<file path="src/rtl/arbitro2_salida.sv">
// arbitro2_salida -- egress merge arbiter.
//
// Drains the four per-destination output FIFOs onto a single downstream
// push/data stream. One pop is issued per cycle at most. Source selection is
// round-robin by default. Define STRICT_PRIORITY_EN for fixed priority 0>1>2>3.
// In that build rr_ptr stays at 0.
// A pop issued at one edge returns valid data one edge later. That word is
// forwarded at the following edge, so at most two words are in flight.
// Grants stop while the downstream FIFO reports almost-full. Words already
// in flight still complete.
//
// Ports
//   clk, reset_L                   clock; synchronous active-low reset
//   fifo_empty0..3                 source FIFO empty flags
//   valid0..3, data_in0..3         source FIFO read data and its valid
//   fifo_af_out                    downstream almost-full
//   pop0..3                        registered read strobes (one-hot or zero)
//   data_out, push_out             registered forwarded word and write strobe
//   cont0..3                       words forwarded per source, modulo 32
//   idle                           IDLE state with no pop in the last 2 cycles
module arbitro2_salida #(
  parameter int DATA_SIZE = 12
) (
  input  logic                 clk,
  input  logic                 reset_L,
  input  logic                 fifo_empty0,
  input  logic                 fifo_empty1,
  input  logic                 fifo_empty2,
  input  logic                 fifo_empty3,
  input  logic                 valid0,
  input  logic                 valid1,
  input  logic                 valid2,
  input  logic                 valid3,
  input  logic [DATA_SIZE-1:0] data_in0,
  input  logic [DATA_SIZE-1:0] data_in1,
  input  logic [DATA_SIZE-1:0] data_in2,
  input  logic [DATA_SIZE-1:0] data_in3,
  input  logic                 fifo_af_out,
  output logic                 pop0,
  output logic                 pop1,
  output logic                 pop2,
  output logic                 pop3,
  output logic [DATA_SIZE-1:0] data_out,
  output logic                 push_out,
  output logic [4:0]           cont0,
  output logic [4:0]           cont1,
  output logic [4:0]           cont2,
  output logic [4:0]           cont3,
  output logic                 idle
);

  typedef enum logic [1:0] {
    S_RESET  = 2'd0,
    S_IDLE   = 2'd1,
    S_ACTIVE = 2'd2
  } state_t;

  state_t               state;
  logic [3:0]           empty_v, valid_v, pop_q;
  logic [DATA_SIZE-1:0] din [4];
  logic [3:0][4:0]      cont_q;
  logic [1:0]           rr_ptr, scan_idx, gnt, fwd_sel;
  logic                 gnt_ok, fwd_ok, pop_d;

  assign empty_v = {fifo_empty3, fifo_empty2, fifo_empty1, fifo_empty0};
  assign valid_v = {valid3, valid2, valid1, valid0};
  assign din[0]  = data_in0;
  assign din[1]  = data_in1;
  assign din[2]  = data_in2;
  assign din[3]  = data_in3;

  assign {pop3, pop2, pop1, pop0} = pop_q;
  assign cont0 = cont_q[0];
  assign cont1 = cont_q[1];
  assign cont2 = cont_q[2];
  assign cont3 = cont_q[3];

  // Scan from rr_ptr upward, wrapping mod 4. The loop runs from the farthest
  // offset down, so the nearest non-empty source wins. In strict-priority
  // builds rr_ptr never leaves 0, which gives the fixed 0>1>2>3 order.
  always_comb begin
    gnt_ok   = 1'b0;
    gnt      = rr_ptr;
    scan_idx = rr_ptr;
    for (int k = 3; k >= 0; k--) begin
      scan_idx = rr_ptr + 2'(k);
      if (!empty_v[scan_idx]) begin
        gnt_ok = 1'b1;
        gnt    = scan_idx;
      end
    end
  end

  // Only one valid should be high at a time. If several are, the lowest
  // index is forwarded and the rest are dropped.
  always_comb begin
    fwd_ok  = |valid_v;
    fwd_sel = 2'd0;
    for (int k = 3; k >= 0; k--) begin
      if (valid_v[k]) fwd_sel = 2'(k);
    end
  end

  always_ff @(posedge clk) begin
    if (!reset_L) begin
      state    <= S_RESET;
      pop_q    <= '0;
      pop_d    <= 1'b0;
      push_out <= 1'b0;
      data_out <= '0;
      cont_q   <= '0;
      idle     <= 1'b0;
      rr_ptr   <= 2'd0;
    end else begin
      pop_q    <= '0;
      pop_d    <= |pop_q;
      push_out <= 1'b0;

      // Read data returning in the first cycle after reset belongs to a pop
      // issued before reset, so it is discarded.
      if (state != S_RESET && fwd_ok) begin
        push_out         <= 1'b1;
        data_out         <= din[fwd_sel];
        cont_q[fwd_sel]  <= cont_q[fwd_sel] + 5'd1;
      end

      case (state)
        S_RESET: begin
          state <= S_IDLE;
          idle  <= 1'b1;
        end
        S_IDLE: begin
          if (!(&empty_v) && !fifo_af_out) begin
            state <= S_ACTIVE;
            idle  <= 1'b0;
          end else begin
            idle  <= (pop_q == 4'd0) && !pop_d;
          end
        end
        S_ACTIVE: begin
          if (gnt_ok && !fifo_af_out) begin
            pop_q[gnt] <= 1'b1;
`ifndef STRICT_PRIORITY_EN
            rr_ptr     <= gnt + 2'd1;
`endif
            idle       <= 1'b0;
          end else if (pop_q == 4'd0 && valid_v == 4'd0) begin
            // Nothing left in flight, so it is safe to drop back to IDLE.
            state <= S_IDLE;
            idle  <= !pop_d;
          end else begin
            idle  <= 1'b0;
          end
        end
        default: begin
          state <= S_RESET;
          idle  <= 1'b0;
        end
      endcase
    end
  end

endmodule
</file>
<file path="config.mk">
export PLATFORM = sky130hd
export DESIGN_NAME = arbitro2_salida
export DESIGN_NICKNAME = d
export VERILOG_FILES = /design/src/rtl/arbitro2_salida.sv
export SDC_FILE = /design/constraint.sdc
export NUM_CORES = 1
export LEC_CHECK = 0
export BUFFER_PORTS_ARGS = -buffer_cell sky130_fd_sc_hd__buf_2
export CAP_MARGIN = 20
export CORE_MARGIN = 2
export CORE_UTILIZATION = 41
export DETAILED_ROUTE_END_ITERATION = 16
export PLACE_DENSITY = 0.72
export RECOVER_POWER = 50
export SLEW_MARGIN = 40
export SYNTH_ARGS = -nofsm -noshare
export SYNTH_HDL_FRONTEND = slang
export SYNTH_SLANG_ARGS = --single-unit
</file>
<file path="constraint.sdc">
create_clock -name clk -period 4.79 [get_ports clk]
set_input_delay 0.7185 -clock clk [delete_from_list [all_inputs] [get_ports clk]]
set_output_delay 0.7185 -clock clk [all_outputs]
set_load 0.02 [all_outputs]
</file>
==> results of run 1 <==
worst min-delay path, cell delays in order, from the launching register on:
cell	delay, ns
dfxtp_1	0.33
nand2_1	0.05
a21boi_0	0.06
routing by layer:
layer	wire length, um	vias to the layer above	global-route usage
met2	3200	125	0.351
met1	3090	1179	0.297
li1	-	1239	-
met4	99	0	0.0661
met5	0	-	0
met3	639	11	0.0400
kinds of logic after synthesis:
kind of cell	synth area share
mux	0.00413
compound gates	0.308
flops	0.355
buf+inv	0.0558
fa+ha+maj	0.0258
simple gates	0.251
power by group:
group	leakage, nW	total (mW)	switching [mW]	internal (mW)
Clock	0.0654	0.337	0.128	0.208
Sequential	0.351	0.389	0.0131	0.376
Combinational	0.785	0.171	0.106	0.0649
Total	1.20	0.896	0.247	0.649
worst max-delay path by stage:
stage | end | slack (ns) | cells after the start
2_1_floorplan | cont0[2] | 2.27 | 8
3_3_place_gp | cont0[4] | 2.04 | 9
3_5_place_dp | cont0[4] | 1.99 | 9
4_1_cts | cont0[4] | 2.31 | 9
5_1_grt | cont0[4] | 2.11 | 9
6_report | cont0[4] | 2.28 | 9
cell type report:
cell class | instances | area, um^2
clock inverters | 2 | 60.1
inverters | 8 | 30.0
flip-flops and latches | 43 | 861
repair buffers | 97 | 440
clock buffers | 6 | 72.6
well taps | 75 | 93.8
fillers | 599 | 2820
multi-input cells | 213 | 1430
cells in the mapped netlist, types with 4 or more instances:
library cell	instances	area share
inv_1	8	0.012
ha_1	5	0.026
o211ai_1	5	0.015
nor2_1	8	0.012
buf_2	6	0.012
nor2b_1	8	0.021
nand3_1	17	0.035
o21ai_1	9	0.019
a21boi_0	6	0.019
a21oi_1	19	0.039
o21ai_0	9	0.019
dfxtp_1	43	0.36
o211ai_2	5	0.026
and3_1	8	0.021
clkbuf_1	7	0.011
a22oi_1	5	0.015
and2_1	15	0.039
nand2_1	27	0.042
a222oi_1	10	0.041
o31ai_1	4	0.012
state kept, by name (all words and copies together) (netlist names), 2 cells and up:
| name | flops |
|---|---|
| pop_q | 4 |
| cont2 | 5 |
| cont0 | 5 |
| cont1 | 5 |
| cont3 | 5 |
| state | 2 |
| rr_ptr | 2 |
| data_out | 12 |
through the flow:
| step | util | power, mW | hold WS (ns) |
|---|---|---|---|
| after floorplan | - | 0.509 | 0.502 |
| after global placement | 0.499 | 0.568 | 0.485 |
| after detailed placement | 0.499 | 0.570 | 0.489 |
| after CTS | 0.522 | 0.903 | 0.500 |
| after global routing | 0.514 | 0.937 | 0.535 |
| final | 0.514 | 0.896 | 0.502 |
==> flow_summary.yaml, run 1 <==
status:
  status: "complete, but fails checks"
  violations: "max-capacitance violations, max-slew violations"
cts:
  cts_tree: "built"
  cts_root_buffer: "clkbuf_8"
  cts.sink_count: 43
  htreeDepth: 2
  post_cts_resize_count: 0
  postCtsSetupRepairBufs: 0
  clock_latency_ns: 0.30
  clk_transition_reported_paths_ns: 0.09
  cts_max_path_buffers: 2
  cts_buffers: 5
  ctsHoldBuffers: 0
detailed_routing:
  vias: 2554
  post_drt_wl_per_cell_um: 15.8
  dr.pass1.iters: 4
  vias_per_cell: 5.75
  initialDrtViolationCount: 197
  wirelength_um: 7020
  postRouteAntennaNets: 0
  drc: 0
logic_synthesis:
  yosys_register_bits: 43
  synth.distinct_cells: 56
  synth_nets: 347
  synth_seq_area_share: 0.355
  ys.flop_type: "dfxtp_1"
  synthArstFlopShare: 0
  synth_enable_flop_cells: 0
  syn_inst: 283
  synth_warnings: 0
  avgSynthCellArea_um2: 8.56
  syn_area_um2: 2420
cells_and_area:
  syn_to_final_growth_pct: 23.4
  mostFrequentLayoutCells: "58 x buf_2, 43 x dfxtp_1, 39 x clkbuf_1"
  fin_area_um2: 2990
  final_common_cell: "buf_2"
  nets: 432
  diodes: 0
  fin_cells: 444
  final_layout_size_suffix_gt1_frac: 0.222
placement:
  placedInstanceArea_um2: 2900
  place_hpwl_um: 5230
  io_buffers: 96
  place_congestion: 0.877
  dp_slack_ns: 1.99
  dpl.cell_count: 436
critical_path:
  path_cells: "buf_2, nor4b_2, buf_4, a211oi_1, and2_1, ha_1, o21a_1, a211oi_1, a311o_1"
  cp_top_family: "compound AO/OA/AOI/OAI gates"
  path_class: "in -> reg"
  start_kind: "input pin"
  rrSetupSlack_ns: 2.80
  critical_path.startpoint: "valid1"
  worstSetupEndpointType: "flip-flop"
  cp_slowest_cell: "a311o_1"
  crit_path_max_fanout: 16
  reg2reg_to: "cont0[4]"
  max_stage_delay_ns: 0.33
  worstPathRequired_ns: 4.99
  rr_startpoint: "cont3[0]"
  arrival_ns: 2.71
  path_buf_inv: 2
  reg2reg_depth: 8
  path_common_cell: "a211oi_1"
sta:
  hold_viol: 0
  setup_viol: 0
  report.final.slew_viol_count: 52
  finalSetupTns_ns: 0
  worstMarginPinSlew_ns: 1.77
  min_period_over_period: 0.524
  fin_crit_ns: 2.51
  skew_ns: 0.0111
  worst_slack_ns: 2.28
  fmax_ghz: 0.398
  rsz0062_at_grt: "false"
  max_slew_margin: -0.182
grt:
  grt_max_degree: 52
  grt_pass1_wl_um: 11000
  overflow: 0
  first_global_vias: 2328
  grt_util_all_layers: 0.218
  antenna_found_initial: 0
pwr:
  power.density_nw_per_um2: 300
  vdd_drop_max_mv: 0.122
  p_leak_nw: 1.20
die:
  die_width_um: 80.9
  num_rows: 28
  ios: 97
  placeableCoreArea_um2: 5820
  start_util: 0.417
  dieArea_um2: 6540
  die_h_um: 80.9
job:
  max-cap-violations: 1
min_path:
  hold_path_startpoint: "cont1[0]"
  hold_class: "reg -> reg"
  hold_end: "cont1[0]"
  whs_path_depth: 2
(Power assumes the default switching activity.)
==> run 2, diff against run 1 <==
PLACE_DENSITY = 0.75   (was 0.72)
clock period = 2.2 ns   (was 4.79 ns; I/O delays follow)
==> run 2 against run 1 <==
The flow finishes with violations (design-rule violations). Global-route usage up 0.79 points. Flip-flop and latch count unchanged. Sequential power up 120%. Critical path depth down 2. Clock power up 91%. Critical path type is now reg -> reg. Largest cell class unchanged. First-iteration DRC count up 45%. Sequential share of layout area down 0.68 points. Final cell count up 2.9%.
==> flow_summary.yaml, run 2 (same netlist as run 1, synthesis figures left out) <==
status:
  status: "complete, but fails checks"
  violations: "design-rule violations"
grt:
  overflow: 0
  antenna_found_initial: 0
  grt_pass1_wl_um: 11600
  grt_util_all_layers: 0.226
  grt_max_degree: 23
  first_global_vias: 2353
cts:
  cts_tree: "built"
  clock_latency_ns: 0.29
  cts_root_buffer: "clkbuf_8"
  post_cts_resize_count: 0
  clk_transition_reported_paths_ns: 0.08
  ctsHoldBuffers: 0
  cts_max_path_buffers: 2
  postCtsSetupRepairBufs: 0
  htreeDepth: 2
  cts.sink_count: 43
  cts_buffers: 5
sta:
  max_slew_margin: 0.669
  worstMarginPinSlew_ns: 0.492
  setup_viol: 0
  report.final.slew_viol_count: 0
  worst_slack_ns: 0.231
  skew_ns: 0.00245
  fmax_ghz: 0.508
  fin_crit_ns: 1.97
  min_period_over_period: 0.895
  rsz0062_at_grt: "false"
  hold_viol: 0
  finalSetupTns_ns: 0
  holdWs_ns: 0.303
cells_and_area:
  nets: 445
  diodes: 0
  final_common_cell: "buf_2"
  largest_reg_flops: 12
  mostFrequentLayoutCells: "58 x buf_2, 43 x dfxtp_1, 38 x clkbuf_1"
  syn_to_final_growth_pct: 26.4
  n_fill_cell: 604
  final_layout_size_suffix_gt1_frac: 0.249
  final_util: 0.527
  regMostFlops: "data_out"
die:
  dieArea_um2: 6540
  num_rows: 28
  ios: 97
  placeableCoreArea_um2: 5820
  die_h_um: 80.9
  die_width_um: 80.9
  start_util: 0.417
detailed_routing:
  post_drt_wl_per_cell_um: 16.0
  drc: 1
  vias: 2638
  wirelength_um: 7320
  vias_per_cell: 5.77
  initialDrtViolationCount: 286
  dr.pass1.iters: 11
  postRouteAntennaNets: 0
critical_path:
  arrival_ns: 2.21
  reg2reg_depth: 7
  path_class: "reg -> reg"
  cp_slowest_cell: "dfxtp_1"
  path_buf_inv: 0
  reg2reg_to: "cont0[4]"
  rr_startpoint: "cont0[1]"
  cp_top_family: "compound AO/OA/AOI/OAI gates"
  worstSetupEndpointType: "flip-flop"
  start_kind: "flip-flop"
  worstPathRequired_ns: 2.44
  crit_path_max_fanout: 5
  max_stage_delay_ns: 0.42
  path_cells: "nor2b_1, a211oi_1, and2_1, ha_1, o21ai_1, nor4_1, a311o_1"
  rrSetupSlack_ns: 0.23
placement:
  io_buffers: 96
  place_hpwl_um: 5560
  dp_slack_ns: 0.118
  place_congestion: 0.875
min_path:
  hold_path_startpoint: "data_in1[2]"
  whs_path_depth: 3
  hold_end: "data_out[2]"
  hold_class: "in -> reg"
pwr:
  p_leak_nw: 1.26
  power.density_nw_per_um2: 615
  vdd_drop_max_mv: 0.315
job:
  max-cap-violations: 0
run 2: how the worst max path moves through the flow:
stage	depth (start not counted)	startpoint	slack [ns]	to
after floorplan	8	valid3	0.06	cont0[2]
after global placement	9	valid2	0.17	cont2[2]
after detailed placement	9	valid2	0.12	cont2[2]
after CTS	8	cont3[0]	0.27	cont0[4]
after global routing	7	cont0[1]	0.06	cont0[4]
final	7	cont0[1]	0.23	cont0[4]
run 2: final cells by class:
cell class / instances / area, um^2 / area share
timing repair buffer: 110 / 538 / 0.176
inverter: 8 / 30.0 / 0.00980
multi-input combinational: 213 / 1420 / 0.465
tap: 75 / 93.8 / 0.0306
clock inverter: 2 / 35.0 / 0.0114
sequential: 43 / 861 / 0.281
clock buffer: 6 / 82.6 / 0.0269
run 2: worst reg2reg max path, cell delays in order (launching register included):
cell	delay [ns]
dfxtp_1	0.42
nor2b_1	0.07
a211oi_1	0.32
and2_1	0.18
ha_1	0.20
o21ai_1	0.16
nor4_1	0.38
a311o_1	0.17
run 2: through the flow:
| stage | std cells | power, mW | area (um^2) |
|---|---|---|---|
| after CTS | 457 | 1.90 | 3120 |
| after floorplan | 283 | 1.11 | 2420 |
| after global placement | 449 | 1.25 | 3000 |
| final | 457 | 1.88 | 3060 |
| after global routing | 457 | 1.97 | 3060 |
| after detailed placement | 449 | 1.26 | 3000 |
run 2: per-layer routing:
| layer | global-route usage | wire (um) | up-vias |
|---|---|---|---|
| met5 | 0 | 0 | - |
| met3 | 0.0356 | 582 | 7 |
| li1 | - | - | 1259 |
| met2 | 0.383 | 3530 | 127 |
| met4 | 0.0559 | 70 | 0 |
| met1 | 0.301 | 3140 | 1245 |
run 2: where the power goes:
part / internal [mW] / switching (mW)
logic: 0.154 / 0.237
clock network: 0.368 / 0.277
registers: 0.819 / 0.0296
total: 1.34 / 0.543
==> run 3, diff against run 2 <==
CORE_UTILIZATION = 44   (was 41)
PLACE_DENSITY = 0.8   (was 0.75)
==> run 3 against run 2 <==
The flow now finishes without violations. Flip-flop and latch count unchanged. Non-clock buffer count decreased by 2. Largest cell class unchanged. Total power decreased by 0.49%. Register-to-register slack improved by 0.07 ns. Worst hold slack got worse by 0.010 ns. Maximum frequency increased by 3.8%. Wire length decreased by 6.4%. Critical path depth unchanged. Global-route usage increased by 0.23 points. Highest routed layer unchanged. Sequential share of layout area increased by 0.17 points. Count of clock-buffer cells in the layout unchanged.
==> flow_summary.yaml, run 3 (same netlist as run 1, synthesis figures left out) <==
status:
  status: "finished, final reports clean"
cells_and_area:
  regMostFlops: "data_out"
  final_common_cell: "buf_2"
  nets: 443
  n_fill_cell: 514
  regArea_um2: 861
  syn_to_final_growth_pct: 25.7
  largest_reg_flops: 12
  diodes: 0
  multi_input_area_um2: 1420
  final_layout_size_suffix_gt1_frac: 0.245
  mostFrequentLayoutCells: "58 x buf_2, 43 x dfxtp_1, 38 x clkbuf_1"
sta:
  rsz0062_at_grt: "false"
  worstMarginPinSlew_ns: 0.502
  worst_slack_ns: 0.303
  finalSetupTns_ns: 0
  skew_ns: 0.00698
  fmax_ghz: 0.527
  max_slew_margin: 0.665
  setup_viol: 0
  report.final.slew_viol_count: 0
  hold_viol: 0
  min_period_over_period: 0.862
  fin_crit_ns: 1.90
detailed_routing:
  wirelength_um: 6850
  dr.pass1.iters: 5
  vias_per_cell: 5.74
  postRouteAntennaNets: 0
  drc: 0
  vias: 2595
  initialDrtViolationCount: 216
  post_drt_wl_per_cell_um: 15.1
critical_path:
  path_cells: "nor2b_1, a211oi_1, and2_1, ha_1, o21a_1, a211oi_1, a311o_1"
  path_common_cell: "a211oi_1"
  max_stage_delay_ns: 0.42
  path_buf_inv: 0
  arrival_ns: 2.09
  start_kind: "flip-flop"
  worstSetupEndpointType: "flip-flop"
  crit_path_max_fanout: 5
  cp_top_family: "compound AO/OA/AOI/OAI gates"
  path_class: "reg -> reg"
  worstPathRequired_ns: 2.40
  cp_slowest_cell: "dfxtp_1"
cts:
  htreeDepth: 2
  post_cts_resize_count: 0
  clock_latency_ns: 0.30
  cts_root_buffer: "clkbuf_8"
  cts_max_path_buffers: 2
  clk_transition_reported_paths_ns: 0.08
  ctsHoldBuffers: 0
  cts_tree: "built"
  cts.sink_count: 43
  cts_buffers: 5
  postCtsSetupRepairBufs: 0
grt:
  antenna_found_initial: 0
  first_global_vias: 2333
  grt_max_degree: 34
  grt_pass1_wl_um: 11000
  met3_usage: 0.0483
  grt_util_all_layers: 0.229
  overflow: 0
  grt_util_met2: 0.372
  top_usage_layer: "met2"
  met1_usage: 0.294
die:
  num_rows: 27
  die_width_um: 78.2
  ios: 97
  start_util: 0.448
  placeableCoreArea_um2: 5410
  die_h_um: 78.2
  dieArea_um2: 6120
pwr:
  power_mw: 1.87
  internal-power_mw: 1.34
  sequentialPowerShare: 0.452
  p_sw_frac: 0.285
  clock_power_share: 0.344
  p_leak_nw: 1.25
  power.density_nw_per_um2: 615
  p_comb_frac: 0.204
  power.switching_mw: 0.534
  vdd_drop_max_mv: 0.379
job:
  max-cap-violations: 0
placement:
  place_congestion: 0.929
  io_buffers: 96
  place_hpwl_um: 5150
  dp_slack_ns: 0.0966
min_path:
  hold_class: "in -> reg"
run 3: stage by stage:
| step | hold WS, ns | utilization | std cells | cell area (um^2) |
|---|---|---|---|---|
| after global placement | 0.468 | 0.551 | 444 | 2980 |
| after detailed placement | 0.478 | 0.551 | 444 | 2980 |
| final | 0.293 | 0.563 | 452 | 3050 |
| after global routing | 0.304 | 0.563 | 452 | 3050 |
| after CTS | 0.282 | 0.573 | 452 | 3100 |
| after floorplan | 0.502 | - | 283 | 2420 |
run 3: power groups by stage:
stage               sequential (mW)  combinational, mW  clock (mW)
global placement              0.863              0.384           0
floorplan                     0.904              0.204           0
global route                  0.852              0.423       0.688
finish                        0.847              0.383       0.644
detailed placement            0.863              0.391           0
CTS                           0.846              0.393       0.656
run 3: layer usage:
layer / vias up / routed length, um
met5: - / 0
met4: 0 / 117
met3: 10 / 609
met2: 134 / 3190
met1: 1194 / 2930
li1: 1257 / -
run 3: final cells by class:
cell class                 count  share of cell area
sequential                    43               0.283
inverter                       8             0.00986
timing repair buffer         108               0.172
multi-input combinational    213               0.468
tap                           72              0.0296
clock buffer                   6              0.0271
clock inverter                 2              0.0115
run 3: worst reg2reg max path, cell delays in order, from the launching register on:
cell	delay [ns]
dfxtp_1	0.42
nor2b_1	0.07
a211oi_1	0.28
and2_1	0.18
ha_1	0.18
o21a_1	0.23
a211oi_1	0.10
a311o_1	0.32
run 3: path summary, 6_finish.rpt:
path,from,end,slack (ns),cells past startpoint
min,data_in1[9],data_out[9],0.29,3
min reg2reg,cont3[1],cont3[1],0.49,2
max,cont0[1],cont0[4],0.30,7
max reg2reg,cont0[1],cont0[4],0.30,7
